## src/rtl/einstein_kb_pkg.sv

```systemverilog
// Shared types, scancode constants and the PS/2 set-2 to Einstein matrix map
// used by the keyboard adapter.
package einstein_kb_pkg;

    typedef enum logic [1:0] {
        RX_IDLE   = 2'd0,
        RX_DATA   = 2'd1,
        RX_PARITY = 2'd2,
        RX_STOP   = 2'd3
    } rx_state_t;

    localparam logic [7:0] CODE_EXT    = 8'hE0;
    localparam logic [7:0] CODE_BRK    = 8'hF0;
    localparam logic [7:0] CODE_BAT    = 8'hAA;

    localparam logic [7:0] CODE_LSHIFT = 8'h12;
    localparam logic [7:0] CODE_RSHIFT = 8'h59;
    localparam logic [7:0] CODE_CTRL   = 8'h14;
    localparam logic [7:0] CODE_GRAPH  = 8'h11;

    typedef struct packed {
        logic       valid;
        logic [2:0] row;
        logic [2:0] col;
    } key_pos_t;

    function automatic logic odd_parity_ok(input logic [7:0] data, input logic par);
        return ^{data, par};
    endfunction

    function automatic key_pos_t key_at(input logic [2:0] row, input logic [2:0] col);
        key_pos_t p;
        p.valid = 1'b1;
        p.row   = row;
        p.col   = col;
        return p;
    endfunction

    // Index is {ext, code}; modifier and protocol bytes are deliberately absent.
    function automatic key_pos_t key_lookup(input logic ext, input logic [7:0] code);
        key_pos_t p;
        p = '{valid: 1'b0, row: 3'd0, col: 3'd0};
        case ({ext, code})
            9'h029: p = key_at(3'd0, 3'd0);
            9'h066: p = key_at(3'd0, 3'd1);
            9'h05A: p = key_at(3'd0, 3'd2);
            9'h00D: p = key_at(3'd0, 3'd3);
            9'h076: p = key_at(3'd0, 3'd4);
            9'h1C:  p = key_at(3'd1, 3'd4);
            9'h032: p = key_at(3'd1, 3'd5);
            9'h021: p = key_at(3'd1, 3'd6);
            9'h023: p = key_at(3'd1, 3'd7);
            9'h024: p = key_at(3'd2, 3'd0);
            9'h02B: p = key_at(3'd2, 3'd1);
            9'h034: p = key_at(3'd2, 3'd2);
            9'h033: p = key_at(3'd2, 3'd3);
            9'h043: p = key_at(3'd2, 3'd4);
            9'h03B: p = key_at(3'd2, 3'd5);
            9'h042: p = key_at(3'd2, 3'd6);
            9'h04B: p = key_at(3'd2, 3'd7);
            9'h03A: p = key_at(3'd3, 3'd0);
            9'h031: p = key_at(3'd3, 3'd1);
            9'h044: p = key_at(3'd3, 3'd2);
            9'h04D: p = key_at(3'd3, 3'd3);
            9'h015: p = key_at(3'd3, 3'd4);
            9'h02D: p = key_at(3'd3, 3'd5);
            9'h01B: p = key_at(3'd3, 3'd6);
            9'h02C: p = key_at(3'd3, 3'd7);
            9'h03C: p = key_at(3'd4, 3'd0);
            9'h02A: p = key_at(3'd4, 3'd1);
            9'h01D: p = key_at(3'd4, 3'd2);
            9'h022: p = key_at(3'd4, 3'd3);
            9'h035: p = key_at(3'd4, 3'd4);
            9'h01A: p = key_at(3'd4, 3'd5);
            9'h045: p = key_at(3'd5, 3'd0);
            9'h016: p = key_at(3'd5, 3'd1);
            9'h01E: p = key_at(3'd5, 3'd2);
            9'h026: p = key_at(3'd5, 3'd3);
            9'h025: p = key_at(3'd5, 3'd4);
            9'h02E: p = key_at(3'd5, 3'd5);
            9'h036: p = key_at(3'd5, 3'd6);
            9'h03D: p = key_at(3'd5, 3'd7);
            9'h03E: p = key_at(3'd6, 3'd0);
            9'h046: p = key_at(3'd6, 3'd1);
            9'h175: p = key_at(3'd7, 3'd0);
            9'h172: p = key_at(3'd7, 3'd1);
            9'h16B: p = key_at(3'd7, 3'd2);
            9'h174: p = key_at(3'd7, 3'd3);
            9'h171: p = key_at(3'd7, 3'd4);
            9'h16C: p = key_at(3'd7, 3'd5);
            9'h15A: p = key_at(3'd0, 3'd2);
            default: p = '{valid: 1'b0, row: 3'd0, col: 3'd0};
        endcase
        return p;
    endfunction

endpackage

```

## src/rtl/ps2_rx.sv

```systemverilog
// PS/2 device-to-host receiver: synchronizers, clock glitch filter, frame FSM
// and inactivity timeout. Emits one byte/valid pulse or one error pulse per frame.
module ps2_rx #(
    parameter int FILTER_LEN = 8,
    parameter int TIMEOUT    = 20000
) (
    input  logic       clk_sys,
    input  logic       reset_n,
    input  logic       ps2_clk,
    input  logic       ps2_data,
    output logic [7:0] rx_byte,
    output logic       rx_valid,
    output logic       rx_err
);
    import einstein_kb_pkg::*;

    localparam int FW = $clog2(FILTER_LEN + 1);
    localparam int TW = $clog2(TIMEOUT + 1);

    logic          clk_meta_r, clk_sync_r, data_meta_r, data_sync_r;
    logic [FW-1:0] filt_cnt_r;
    logic          filt_clk_r, filt_prev_r;
    logic          fall_s;
    rx_state_t     state_r;
    logic [2:0]    bit_cnt_r;
    logic [7:0]    shift_r;
    logic [TW-1:0] to_cnt_r;
    logic [7:0]    rx_byte_r;
    logic          rx_valid_r, rx_err_r;

    // Two-stage synchronizers for the raw PS/2 lines; idle level is high.
    always_ff @(posedge clk_sys or negedge reset_n) begin
        if (!reset_n) begin
            clk_meta_r  <= 1'b1;
            clk_sync_r  <= 1'b1;
            data_meta_r <= 1'b1;
            data_sync_r <= 1'b1;
        end else begin
            clk_meta_r  <= ps2_clk;
            clk_sync_r  <= clk_meta_r;
            data_meta_r <= ps2_data;
            data_sync_r <= data_meta_r;
        end
    end

    // Filtered clock follows the synchronized clock only after a run of
    // FILTER_LEN disagreeing samples; any agreeing sample restarts the run.
    always_ff @(posedge clk_sys or negedge reset_n) begin
        if (!reset_n) begin
            filt_cnt_r  <= '0;
            filt_clk_r  <= 1'b1;
            filt_prev_r <= 1'b1;
        end else begin
            filt_prev_r <= filt_clk_r;
            if (clk_sync_r == filt_clk_r) begin
                filt_cnt_r <= '0;
            end else if (filt_cnt_r == FW'(FILTER_LEN - 1)) begin
                filt_clk_r <= clk_sync_r;
                filt_cnt_r <= '0;
            end else begin
                filt_cnt_r <= filt_cnt_r + {{(FW-1){1'b0}}, 1'b1};
            end
        end
    end

    assign fall_s = filt_prev_r & ~filt_clk_r;

    // Frame FSM and timeout; a falling edge takes priority over expiry.
    always_ff @(posedge clk_sys or negedge reset_n) begin
        if (!reset_n) begin
            state_r    <= RX_IDLE;
            bit_cnt_r  <= 3'd0;
            shift_r    <= 8'h00;
            to_cnt_r   <= '0;
            rx_byte_r  <= 8'h00;
            rx_valid_r <= 1'b0;
            rx_err_r   <= 1'b0;
        end else begin
            rx_valid_r <= 1'b0;
            rx_err_r   <= 1'b0;
            if (fall_s) begin
                to_cnt_r <= '0;
                case (state_r)
                    RX_IDLE: begin
                        bit_cnt_r <= 3'd0;
                        if (!data_sync_r) begin
                            state_r <= RX_DATA;
                        end else begin
                            state_r <= RX_IDLE;
                        end
                    end
                    RX_DATA: begin
                        shift_r   <= {data_sync_r, shift_r[7:1]};
                        bit_cnt_r <= bit_cnt_r + 3'd1;
                        if (bit_cnt_r == 3'd7) begin
                            state_r <= RX_PARITY;
                        end else begin
                            state_r <= RX_DATA;
                        end
                    end
                    RX_PARITY: begin
                        if (odd_parity_ok(shift_r, data_sync_r)) begin
                            state_r <= RX_STOP;
                        end else begin
                            state_r  <= RX_IDLE;
                            rx_err_r <= 1'b1;
                        end
                    end
                    RX_STOP: begin
                        state_r <= RX_IDLE;
                        if (data_sync_r) begin
                            rx_byte_r  <= shift_r;
                            rx_valid_r <= 1'b1;
                        end else begin
                            rx_err_r <= 1'b1;
                        end
                    end
                    default: state_r <= RX_IDLE;
                endcase
            end else if (state_r != RX_IDLE) begin
                if (to_cnt_r == TW'(TIMEOUT)) begin
                    state_r  <= RX_IDLE;
                    to_cnt_r <= '0;
                    rx_err_r <= 1'b1;
                end else begin
                    to_cnt_r <= to_cnt_r + {{(TW-1){1'b0}}, 1'b1};
                end
            end else begin
                to_cnt_r <= '0;
            end
        end
    end

    assign rx_byte  = rx_byte_r;
    assign rx_valid = rx_valid_r;
    assign rx_err   = rx_err_r;

endmodule

```

## src/rtl/einstein_keyboard.sv

```systemverilog
// PS/2 keyboard to Tatung Einstein 8x8 matrix adapter: scancode decoder,
// pressed-key matrix, modifier lines and the active-low column read-back.
module einstein_keyboard #(
    parameter int FILTER_LEN = 8,
    parameter int TIMEOUT    = 20000
) (
    input  logic       clk_sys,
    input  logic       reset_n,
    input  logic       ps2_clk,
    input  logic       ps2_data,
    input  logic [7:0] kb_row,
    output logic [7:0] kb_col,
    output logic       kb_shift,
    output logic       kb_ctrl,
    output logic       kb_graph,
    output logic       key_strobe,
    output logic       frame_err
);
    import einstein_kb_pkg::*;

    logic [7:0]      rx_byte_s;
    logic            rx_valid_s, rx_err_s;
    key_pos_t        pos_s;
    logic [7:0][7:0] matrix_r;
    logic            ext_r, brk_r;
    logic            lshift_r, rshift_r, ctrl_r, graph_r;
    logic            key_strobe_r, frame_err_r;
    logic [7:0]      col_hit_s;

    ps2_rx #(
        .FILTER_LEN (FILTER_LEN),
        .TIMEOUT    (TIMEOUT)
    ) u_rx (
        .clk_sys  (clk_sys),
        .reset_n  (reset_n),
        .ps2_clk  (ps2_clk),
        .ps2_data (ps2_data),
        .rx_byte  (rx_byte_s),
        .rx_valid (rx_valid_s),
        .rx_err   (rx_err_s)
    );

    // Matrix position of the current byte in the context of the prefix flags.
    always_comb begin
        pos_s = key_lookup(ext_r, rx_byte_s);
    end

    // Scancode decoder: prefixes set flags, every other byte consumes them.
    always_ff @(posedge clk_sys or negedge reset_n) begin
        if (!reset_n) begin
            matrix_r     <= '0;
            ext_r        <= 1'b0;
            brk_r        <= 1'b0;
            lshift_r     <= 1'b0;
            rshift_r     <= 1'b0;
            ctrl_r       <= 1'b0;
            graph_r      <= 1'b0;
            key_strobe_r <= 1'b0;
            frame_err_r  <= 1'b0;
        end else begin
            key_strobe_r <= rx_valid_s;
            frame_err_r  <= rx_err_s;
            if (rx_valid_s) begin
                if (rx_byte_s == CODE_EXT) begin
                    ext_r <= 1'b1;
                end else if (rx_byte_s == CODE_BRK) begin
                    brk_r <= 1'b1;
                end else begin
                    ext_r <= 1'b0;
                    brk_r <= 1'b0;
                    // Shift/graph with E0 are fake or right-hand variants; only ctrl accepts both.
                    if (rx_byte_s == CODE_BAT) begin
                        matrix_r <= '0;
                        lshift_r <= 1'b0;
                        rshift_r <= 1'b0;
                        ctrl_r   <= 1'b0;
                        graph_r  <= 1'b0;
                    end else if (rx_byte_s == CODE_LSHIFT && !ext_r) begin
                        lshift_r <= ~brk_r;
                    end else if (rx_byte_s == CODE_RSHIFT && !ext_r) begin
                        rshift_r <= ~brk_r;
                    end else if (rx_byte_s == CODE_CTRL) begin
                        ctrl_r <= ~brk_r;
                    end else if (rx_byte_s == CODE_GRAPH && !ext_r) begin
                        graph_r <= ~brk_r;
                    end else if (pos_s.valid) begin
                        matrix_r[pos_s.row][pos_s.col] <= ~brk_r;
                    end else begin
                        matrix_r <= matrix_r;
                    end
                end
            end
        end
    end

    // Selected rows pull their pressed columns low (wired-AND on the bus).
    always_comb begin
        col_hit_s = 8'h00;
        for (int r = 0; r < 8; r++) begin
            if (!kb_row[r]) begin
                col_hit_s = col_hit_s | matrix_r[r];
            end else begin
                col_hit_s = col_hit_s;
            end
        end
    end

    assign kb_col     = ~col_hit_s;
    assign kb_shift   = ~(lshift_r | rshift_r);
    assign kb_ctrl    = ~ctrl_r;
    assign kb_graph   = ~graph_r;
    assign key_strobe = key_strobe_r;
    assign frame_err  = frame_err_r;

endmodule

```

## config.mk

```make
export PLATFORM = sky130hd
export DESIGN_NAME = einstein_keyboard
export DESIGN_NICKNAME = d
export VERILOG_FILES = /design/src/rtl/einstein_kb_pkg.sv /design/src/rtl/ps2_rx.sv /design/src/rtl/einstein_keyboard.sv
export SDC_FILE = /design/constraint.sdc
export NUM_CORES = 1
export LEC_CHECK = 0
export ABC_AREA = 1
export ABC_CLOCK_PERIOD_IN_PS = 2800
export CAP_MARGIN = 40
export CORE_UTILIZATION = 62
export DETAILED_ROUTE_END_ITERATION = 8
export GPL_TIMING_DRIVEN = 0
export PLACE_DENSITY = 0.81
export SLEW_MARGIN = 20
export SYNTH_ARGS = -nofsm -noshare
export SYNTH_HDL_FRONTEND = slang
export SYNTH_SLANG_ARGS = --single-unit
```

## constraint.sdc

```tcl
create_clock -name clk_sys -period 2.8 [get_ports clk_sys]
set_clock_uncertainty 0.2 [all_clocks]
set_input_delay 0.84 -clock clk_sys [delete_from_list [all_inputs] [get_ports clk_sys]]
set_output_delay 0.84 -clock clk_sys [all_outputs]
set_load 0.01 [all_outputs]
```

==> flow_summary_export.csv <==
group,metric,value,unit
pwr,switchingPower,1.23,mW
critical_path,cp_max_fo,8,
yosys,avgSynthCellArea,7.05,sq um
global_route,use_met3,9.32,%
yosys,syn_area,6740,sq um
pwr,p_leak,4.32,nW
cts,h-tree-depth,4,
layout,nNetsFinal,1024,
critical_path,ff2ff_setup_slack,0.08,ns
global_route,grt-busiest-layer,"met2",
cts,worstSkewPairLatency,0.54,ns
critical_path,max_stage_delay,0.16,ns
cts,tritoncts,"done",
critical_path,cp_cell_sequence,"buf_6, inv_8, nand2_4, o221ai_4, a21oi_4, o21ai_2, a21oi_2, o21ai_1, a21oi_1, buf_2",
layout,instances_no_fill,1156,
layout,diodes,0,
global_route,grt_usage,38.6,%
place,dp_hpwl,13600,um
yosys,synthMuxAreaShare,0.334,%
global_route,grt_start_max_net_pins,67,
timing,fin_ws,-0.155,ns
yosys,seq_area_frac_synth,44.7,%
pwr,clkPwrFrac,45.3,%
global_route,grt_pass1_vias,6563,
critical_path,crit_path_top_delay_cell,"a21oi_4",
min_path,min_path_type,"primary input to asynchronous set/reset pin",
run_status,violations,"negative setup slack",
cts,clk_path_buf_depth,2,
global_route,antenna_found_initial,0,
timing,rsz0062_at_grt,"yes",
cts,numCtsBuffers,17,
timing,hold_viol_final,0,
yosys,synth_compound_area_share,10.6,%
critical_path,timing_worst_setup_path_type,"primary input to output pin",
critical_path,crit_path_end_kind,"output pin",
global_route,grt_pass1_wl,32900,um
yosys,synthAdderAreaFrac,0.929,%
yosys,ys_ff_latch,120,
cts,clk_pin_slew,0.06,ns
floorplan,start_util,64.7,%
place,portBuffers,22,
routing,wl_per_cell,17.8,um
run_status,outcome,"finished with violations",
critical_path,endpoint,"kb_col[1]",
routing,drc_errors,0,
cts,clock_sinks,120,
global_route,grtUsageMet1,45.4,%
critical_path,rr_startpoint,"u_rx.rx_byte[7]",
pwr,p_sw_share,26.2,%
floorplan,num_rows,37,
global_route,met2_usage,63.5,%
timing,slew_headroom,65.0,%
pwr,power_frac_comb,12.5,%
floorplan,fp.dieH,106,um
yosys,synth_top_family_by_area,"simple AND/OR/NAND/NOR gates",
yosys,synth_edf_count,0,
critical_path,crit_arrival,1.91,ns
critical_path,rr_endpoint,"matrix_r[23]",
routing,via_per_inst,5.87,
pwr,sequentialPowerShare,42.1,%
layout,drive_above_1_share,15.9,%
floorplan,ios,25,
routing,dr_total_vias,6787,
pwr,p_per_area,574,nW/um^2
yosys,synthSimpleGateAreaFrac,32.3,%
place,place_inst,1114,
timing,period_share,106,%
routing,wirelength,20600,um
floorplan,die_area,11300,sq um
timing,period_needed,2.95,ns
pwr,ir_drop,0.582,mV
yosys,syn_nets,972,
floorplan,chipWidth,106,um
timing,setup_violations,8,
yosys,ys_async_sr_fraction,100,%
routing,ant_nets,0,
critical_path,required,1.76,ns
layout,area_delta_synth_final,20.9,%
yosys,syn_inst,955,
timing,maxSlewViolCount,0,
run,drv_cap,0,
yosys,yosys.area_share.xor_xnor,1.69,%
timing,fmax,338,MHz
global_route,grt-ovfl-total,0,
critical_path,r2r_cells,13,
yosys,synth_warnings,0,
place,gp_congestion,1.01,
critical_path,startpoint,"kb_row[0]",
yosys,synth_cell_types,38,
critical_path,worst_setup_path_start_kind,"primary input",
yosys,ys.flop_type,"dfrtp_1",
floorplan,core,10400,sq um
routing,drtIter0Drc,711,
cts,postCtsHoldBufs,0,
pwr,intPower,3.45,mW
routing,first_pass_iters,6,
cts,cts-root-buf,"clkbuf_8",
place,place_ws,-1.28,ns
timing,tightest_slew,0.521,ns
metal layers:
metal,vias up,part of all wire [%]
met5,-,0
met4,0,6.4
met3,117,7.2
met2,347,47
met1,3167,39
li1,3156,-
placed cells by master, fill, tap and decap left out, drive strengths merged:
| cell type | count |
|---|---|
| nand2 | 228 |
| nor2 | 168 |
| inv | 134 |
| dfrtp | 114 |
| nand3 | 99 |
| o21ai | 75 |
| a21oi | 44 |
| clkbuf | 43 |
| buf | 29 |
| nor3 | 12 |
| xnor2 | 9 |
| clkdlybuf4s50 | 8 |
| o221ai | 8 |
| dfstp | 6 |
| ha | 5 |
| clkinv | 5 |
| nand4 | 4 |
| xor2 | 4 |
| nor4 | 4 |
| nand3b | 3 |
| a31oi | 3 |
| or2 | 2 |
| mux2 | 2 |
| bufinv | 2 |
| dlygate4sd2 | 2 |
| a221oi | 1 |
| nor3b | 1 |
| o211ai | 1 |
| o22ai | 1 |
| o21bai | 1 |
| clkinvlp | 1 |
| clkdlybuf4s15 | 1 |
what timing repair did:
action / 4_1_cts / 5_1_grt
setup buffers: 4 / 5
gates cloned: 0 / 1
gates resized for setup: 109 / 54
endpoints found under the setup margin: 13 / 65
pin swaps: 6 / 5
power groups by stage:
stage,clock network [mW],registers (mW),logic [mW]
floorplan,0,1.98,0.398
global placement,0,2.00,0.536
detailed placement,0,2.00,0.561
CTS,2.12,1.97,0.591
global route,2.19,1.99,0.662
finish,2.12,1.97,0.587
through the flow:
stage                     setup TNS [ns]  power [mW]  util [%]  instance area, sq um  hold slack (ns)
after global placement           -455.40        2.53      68.5                  7140            0.140
after floorplan                        0        2.37         -                  6750            0.131
after CTS                         -0.862        4.69      76.3                  7950           0.0557
after detailed placement           -9.35        2.56      68.8                  7170            0.148
final                             -0.873        4.68      78.2                  8150           0.0375
after global routing               -1.45        4.84      78.2                  8150           0.0735
cell families (layout without fill, tap and decap cells):
family	Yosys count	count (layout)
AO/OA/AOI/OAI	134	134
XOR/XNOR	13	13
adder cells (fa/ha/maj)	5	5
buffers and inverters	161	225
flip-flops	120	120
multiplexers	2	2
AND/OR/NAND/NOR	520	521
sequential cells by signal, indices dropped and copies added (netlist names), 2 cells and up:
register,count
u_rx.state_r,2
u_rx.rx_byte,8
u_rx.shift_r,8
u_rx.bit_cnt_r,3
u_rx.filt_cnt_r,4
u_rx.to_cnt_r,15
matrix_r,64
layout make-up:
type / instances / area [sq um]
multi-input combinational: 675 / 3420
sequential: 120 / 3010
timing repair buffer: 32 / 279
clock inverter: 8 / 96.3
buffer: 27 / 175
tap: 136 / 170
clock buffer: 24 / 480
fill: 744 / 2270
inverter: 134 / 515
how the worst min path moves through the flow:
stage | end | slack (ns) | cells past startpoint
2_1_floorplan | frame_err | 0.13 | 0
3_3_place_gp | frame_err | 0.14 | 0
3_5_place_dp | u_rx.clk_sync_r | 0.15 | 0
4_1_cts | matrix_r[6] | 0.06 | 1
5_1_grt | matrix_r[14] | 0.07 | 1
6_report | matrix_r[14] | 0.04 | 1
critical path, delay by kind of cell:
family          cells  cell delay [ns]
compound gates      6             0.71
buf+inv             3             0.29
simple gates        1             0.07
synth_stat cells, types with 3 or more instances:
cell	n	area, sq um
nand2_1	225	845
nor2_1	161	604
inv_1	128	480
dfrtp_1	114	2850
nand3_1	98	490
o21ai_0	54	270
a21oi_1	44	220
o21ai_1	21	105
clkbuf_1	17	63.8
nor3_1	12	60.1
xnor2_1	9	78.8
o221ai_1	8	70.1
dfstp_2	6	158
ha_1	5	62.6
inv_2	5	18.8
nor2_2	5	31.3
buf_4	4	30.0
nand4_1	4	25.0
xor2_1	4	35.0
a31oi_1	3	18.8
clkbuf_2	3	15.0
nand2_2	3	18.8
nand3b_1	3	22.5
nor4_1	3	18.8
Power figures use the tool's default switching activity.
